<file path="src/rtl/audio_pkg.sv">
// Shared types and constants for the PDM audio output stage.
// No logic; no latency; no backpressure.
package audio_pkg;
  localparam int AUDIO_DW = 8;
  localparam logic [AUDIO_DW-1:0] AUDIO_MIDSCALE = 8'h80;

  typedef enum logic [1:0] {
    IDLE = 2'd0,
    FILL = 2'd1,
    PLAY = 2'd2
  } pdm_state_t;
endpackage

</file>
<file path="src/rtl/audio_fifo2.sv">
// Two-entry sample buffer with push/pop/flush; head_dat is the oldest entry.
// Latency: push visible in level one edge later; flush beats push; pop on empty is ignored.
module audio_fifo2 import audio_pkg::*; #(
  parameter int W = AUDIO_DW
) (
  input  logic         clk,
  input  logic         reset,
  input  logic         flush,
  input  logic         push,
  input  logic [W-1:0] push_dat,
  input  logic         pop,
  output logic [W-1:0] head_dat,
  output logic [1:0]   level
);

  logic [W-1:0] slot0;
  logic [W-1:0] slot1;
  logic         do_push;
  logic         do_pop;

  assign do_push  = push && (level != 2'd2);
  assign do_pop   = pop && (level != 2'd0);
  assign head_dat = slot0;

  always_ff @(posedge clk) begin
    if (reset || flush) begin
      level <= 2'd0;
    end else if (do_push && !do_pop) begin
      level <= level + 2'd1;
    end else if (do_pop && !do_push) begin
      level <= level - 2'd1;
    end
  end

  // Simultaneous push and pop can only happen at level 1: new data becomes head.
  always_ff @(posedge clk) begin
    if (!flush) begin
      case ({do_push, do_pop})
        2'b10: begin
          if (level == 2'd0) slot0 <= push_dat;
          else               slot1 <= push_dat;
        end
        2'b01:   slot0 <= slot1;
        2'b11:   slot0 <= push_dat;
        default: ;
      endcase
    end
  end

endmodule

</file>
<file path="src/rtl/audio_pdm_dac.sv">
// Sample stream to 1-bit first-order delta-sigma PDM pin; AUDIO_UNDERRUN_MUTE_EN mutes to midscale on underrun.
// Latency: tick edge loads cur, pdm_out reflects it from the following edge.
// Backpressure: s_ready drops while the 2-entry buffer is full.
module audio_pdm_dac import audio_pkg::*; #(
  parameter int SAMPLE_DIV = 625,
  parameter int DW         = AUDIO_DW
) (
  input  logic          clk,
  input  logic          reset,
  input  logic          enable,
  input  logic [DW-1:0] s_data,
  input  logic          s_valid,
  output logic          s_ready,
  input  logic          clr_underrun,
  output logic          pdm_out,
  output logic          sample_tick,
  output logic          underrun,
  output logic [1:0]    level
);

  localparam logic [15:0]   DIV_LAST = 16'(SAMPLE_DIV - 1);
  localparam logic [DW-1:0] MID      = DW'(AUDIO_MIDSCALE);

  pdm_state_t    state;
  pdm_state_t    state_nxt;
  logic [15:0]   div;
  logic [DW-1:0] acc;
  logic [DW-1:0] cur;
  logic [DW-1:0] head_dat;
  logic [DW:0]   sum;
  logic          push;
  logic          pop;
  logic          flush;
  logic          tick_act;
  logic          starve;

  assign s_ready = (level != 2'd2);
  assign push    = s_valid && s_ready;

  audio_fifo2 #(.W(DW)) u_fifo (
    .clk      (clk),
    .reset    (reset),
    .flush    (flush),
    .push     (push),
    .push_dat (s_data),
    .pop      (pop),
    .head_dat (head_dat),
    .level    (level)
  );

  always_ff @(posedge clk) begin
    if (reset) state <= IDLE;
    else       state <= state_nxt;
  end

  always_comb begin
    state_nxt = state;
    if (!enable) begin
      state_nxt = IDLE;
    end else begin
      case (state)
        IDLE:    state_nxt = FILL;
        FILL:    if (level == 2'd2) state_nxt = PLAY;
        PLAY:    state_nxt = PLAY;
        default: state_nxt = IDLE;
      endcase
    end
  end

  // A tick in the same cycle as an enable drop is swallowed by the flush.
  always_comb begin
    sample_tick = (state == PLAY) && (div == DIV_LAST);
    flush       = !enable;
    tick_act    = sample_tick && enable;
    pop         = tick_act && (level != 2'd0);
    starve      = tick_act && (level == 2'd0);
  end

  always_ff @(posedge clk) begin
    if (reset || !enable || (state != PLAY)) div <= '0;
    else if (div == DIV_LAST)                div <= '0;
    else                                     div <= div + 16'd1;
  end

  always_ff @(posedge clk) begin
    if (reset || !enable) begin
      cur <= MID;
    end else if (pop) begin
      cur <= head_dat;
`ifdef AUDIO_UNDERRUN_MUTE_EN
    end else if (starve) begin
      cur <= MID;
`endif
    end
  end

  assign sum = {1'b0, acc} + {1'b0, cur};

  always_ff @(posedge clk) begin
    if (reset) begin
      acc     <= '0;
      pdm_out <= 1'b0;
    end else begin
      acc     <= sum[DW-1:0];
      pdm_out <= sum[DW];
    end
  end

  always_ff @(posedge clk) begin
    if (reset)             underrun <= 1'b0;
    else if (starve)       underrun <= 1'b1;
    else if (clr_underrun) underrun <= 1'b0;
  end

endmodule
</file>
<file path="config.mk">
export PLATFORM = sky130hd
export DESIGN_NAME = audio_pdm_dac
export DESIGN_NICKNAME = d
export VERILOG_FILES = /design/src/rtl/audio_pkg.sv /design/src/rtl/audio_fifo2.sv /design/src/rtl/audio_pdm_dac.sv
export SDC_FILE = /design/constraint.sdc
export NUM_CORES = 1
export LEC_CHECK = 0
export ABC_AREA = 1
export CAP_MARGIN = 10
export CORE_ASPECT_RATIO = 1.4
export CORE_MARGIN = 8
export CORE_UTILIZATION = 31
export DETAILED_ROUTE_END_ITERATION = 8
export SYNTH_ARGS = -nofsm -noshare
export SYNTH_HDL_FRONTEND = slang
export SYNTH_SLANG_ARGS = --single-unit
</file>
<file path="constraint.sdc">
create_clock -name clk -period 2.9 [get_ports clk]
set_input_delay 0.87 -clock clk [delete_from_list [all_inputs] [get_ports clk]]
set_output_delay 0.87 -clock clk [all_outputs]
set_load 0.03 [all_outputs]
</file>
==> results by group, run 1 <==
CTS
  – Sink Count: 54
  – CTS H-tree depth: 2
  – Post-cts repair resize count: 1
  – Setup bufs post-CTS: 0
  – Root Buffer: clkbuf_16
  – Hold_buf cts: 0
  – CTS tree: yes
  – Worst-path clk slew: 0.08 ns
  – Clock latency at the later pin of the worst-skew pair: 0.29 ns
  – Number of buffers created by CTS: 5
  – Deepest clock path buffer count: 2

Timing
  – Period utilization: 90.2%
  – Final setup margin: 0.285 ns
  – Hold WS: 0.450 ns
  – Clock skew: 0.00847 ns
  – Unrepaired setup endpoints after global routing: false
  – Max_slew headroom: 57.4%
  – Hold Violations, Final: 0
  – Fmax: approximately 380 MHz
  – Final Setup Violations: 0
  – Slew Limit Fails: 0
  – Fin crit period: approximately 2.6 ns
  – Slew @ Worst Pin: 0.636 ns

Global routing
  – First-pass GRT wire length: 9.05 mm
  – Grt ovf: 0
  – GRT Total Usage: 9.33%
  – Initial antenna violation count: 0
  – Vias in the first global route: about 2.1k
  – Pin count of the biggest net entering global routing: 19

Cells and area
  – P&R area growth vs syn: 18.0%
  – # diodes: 0
  – Layout cells sized above 1: roughly 9%
  – Fin nets: about 370
  – Area of the multi-input gates: between 1000 and 1500 um2
  – Fillers: 867
  – Sequential Area: around 1200 um2

Detailed routing
  – Drt wl/cell: 11.0 um
  – Router iterations before antenna repair: 4
  – Post-route DRC: 0
  – Vias per Instance: 4.43
  – WL final: around 5.0 mm
  – Initial DRC Count: between 70 and 80
  – Routed Antenna Nets: 0
  – DR vias: 2,000

Synth
  – Top cells by area, synth: dfxtp_1 29%, edfxtp_1 18%, nand2_1 8.5%, nor2_1 7.2%, ha_1 7.1%
  – FFs w/ async S/R, synth: 0%
  – Synth Net Count: 349
  – Top-count cell post-synth: nand2_1
  – Synth Instances: 320
  – Synth area leader: dfxtp_1
  – Synth top cells by count: 60 x nand2_1, 51 x nor2_1, 44 x inv_1
  – Synth Cell Area: 2660 um2
  – Synthesized area per cell: roughly 8.3 um2
  – #FFs+latches synth: 54
  – Ys flop type: dfxtp_1
  – Share of the synthesized area in the top cell type: between 20 and 30%
  – Number of flops mapped to enable cells by yosys: 16
  – Sequential area share after synthesis: 46.7%
  – Count of cell types in the netlist: 31
  – YS warnings: 0

Outcome
  – Status: complete, no violations

Floorplanning
  – Die Ht: 126 um
  – Io pins: 19
  – Initial core utilization: 31.4%
  – Row cnt: 40
  – Core box area: approximately 8500 um2
  – Die footprint: 11,800 um2
  – Die width: 94.2 um

Power and ir drop
  – Pwr Total: 0.00157 W
  – Maximum VDD drop: 286 uV
  – Leakage: 1.24 nW
  – P per Cell Area: 501 nW/um2

Critical path
  – Crit-path max FO: 8
  – Startpoint types: primary input
  – CP Class: primary input to register
  – WP data required: 2.94 ns
  – CP Capture Type: register
  – Worst path arrival time: ~2.7 ns

Placement
  – IO Port Bufs: 18
  – Detailed Place HPWL: 3.99 mm
  – Placer Congestion: between 0.7 and 0.8
  – Pre-CTS setup slack: -0.0742 ns

Worst hold path
  – Hold Path Class: register to register

Job
  – Max-cap violations: 0
==> sequential cells by signal, indices dropped and copies added (netlist names) <==
signal,cells
div,16
u_fifo.slot1,8
u_fifo.level,2
pdm_out,1
u_fifo.head_dat,8
state,2
acc,8
cur,8
underrun,1
==> per-stage QoR <==
stage	TNS, ns	area (um2)	std cells	util [%]
6_report	0	3130	451	37.0
5_1_grt	0	3130	451	37.0
4_1_cts	0	3130	451	37.0
3_5_place_dp	-0.547	2960	443	35.0
3_3_place_gp	-0.140	2960	443	35.0
2_1_floorplan	0	2660	320	-
==> worst max-delay path, stage by stage <==
cell,delay (ns)
clkdlybuf4s50_1,0.48
inv_1,0.06
nor2_1,0.27
inv_1,0.11
nor2_2,0.14
ha_1,0.36
mux2_2,0.37
==> layout by cell type, fill, tap and decap left out, drive strengths merged, types with 2 or more instances in the layout <==
cell / Yosys / final
nand4: 8 / 8
nor3b: 2 / 2
mux2: 8 / 8
clkdlybuf4s50: 0 / 17
nor3: 3 / 3
dfxtp: 38 / 38
clkbuf: 2 / 5
xnor2: 2 / 2
nand2: 62 / 62
nand3: 20 / 20
edfxtp: 16 / 16
nor2: 56 / 56
ha: 15 / 15
inv: 46 / 48
o21ai: 12 / 12
buf: 2 / 4
a21oi: 21 / 21
==> where the power goes <==
part | switching (W) | leakage [nW] | internal [W]
clock | 0.000281 | 0.0863 | 0.000414
sequential | 0.00000496 | 0.454 | 0.000790
combinational | 0.0000425 | 0.703 | 0.0000361
==> cell families after synthesis <==
kind of cell,Yosys count,share of synthesized area (%)
simple gates,153,26.1
flops,54,46.7
buf+inv,50,7.87
compound gates,36,7.07
fa+ha+maj,16,7.82
mux,8,3.39
xor+xnor,3,0.990
==> path summary, 6_finish.rpt <==
check	to	depth (start not counted)	startpoint	slack, ns
hold / removal	cur[7]	2	u_fifo.head_dat[7]	0.45
setup reg to reg	u_fifo.head_dat[3]	8	div[0]	0.86
hold reg to reg	cur[7]	2	u_fifo.head_dat[7]	0.45
setup / recovery	u_fifo.head_dat[3]	7	enable	0.28
==> metal layers <==
| metal | track usage (%) | vias up | share of wire (%) |
|---|---|---|---|
| met5 | 0 | - | 0 |
| met4 | 3.66 | 0 | 1.5 |
| met1 | 9.82 | 896 | 43 |
| li1 | - | 1079 | - |
| met3 | 1.98 | 6 | 2.8 |
| met2 | 17.1 | 19 | 52 |
==> cell type report <==
cell class	instances	area share [%]
clock buffer	5	4.00
multi-input combinational	216	38.5
timing repair buffer	22	6.67
sequential	54	39.6
tap	105	4.19
clock inverter	3	1.52
inverter	46	5.51
No activity file was read; power rests on OpenSTA's default activity.
==> run 2: changes to the inputs <==
Settings changed: CTS_CLUSTER_SIZE from default to 30.
==> results of run 2 <==
Same layout as run 1: the final DEF is identical, and so are final timing and power.
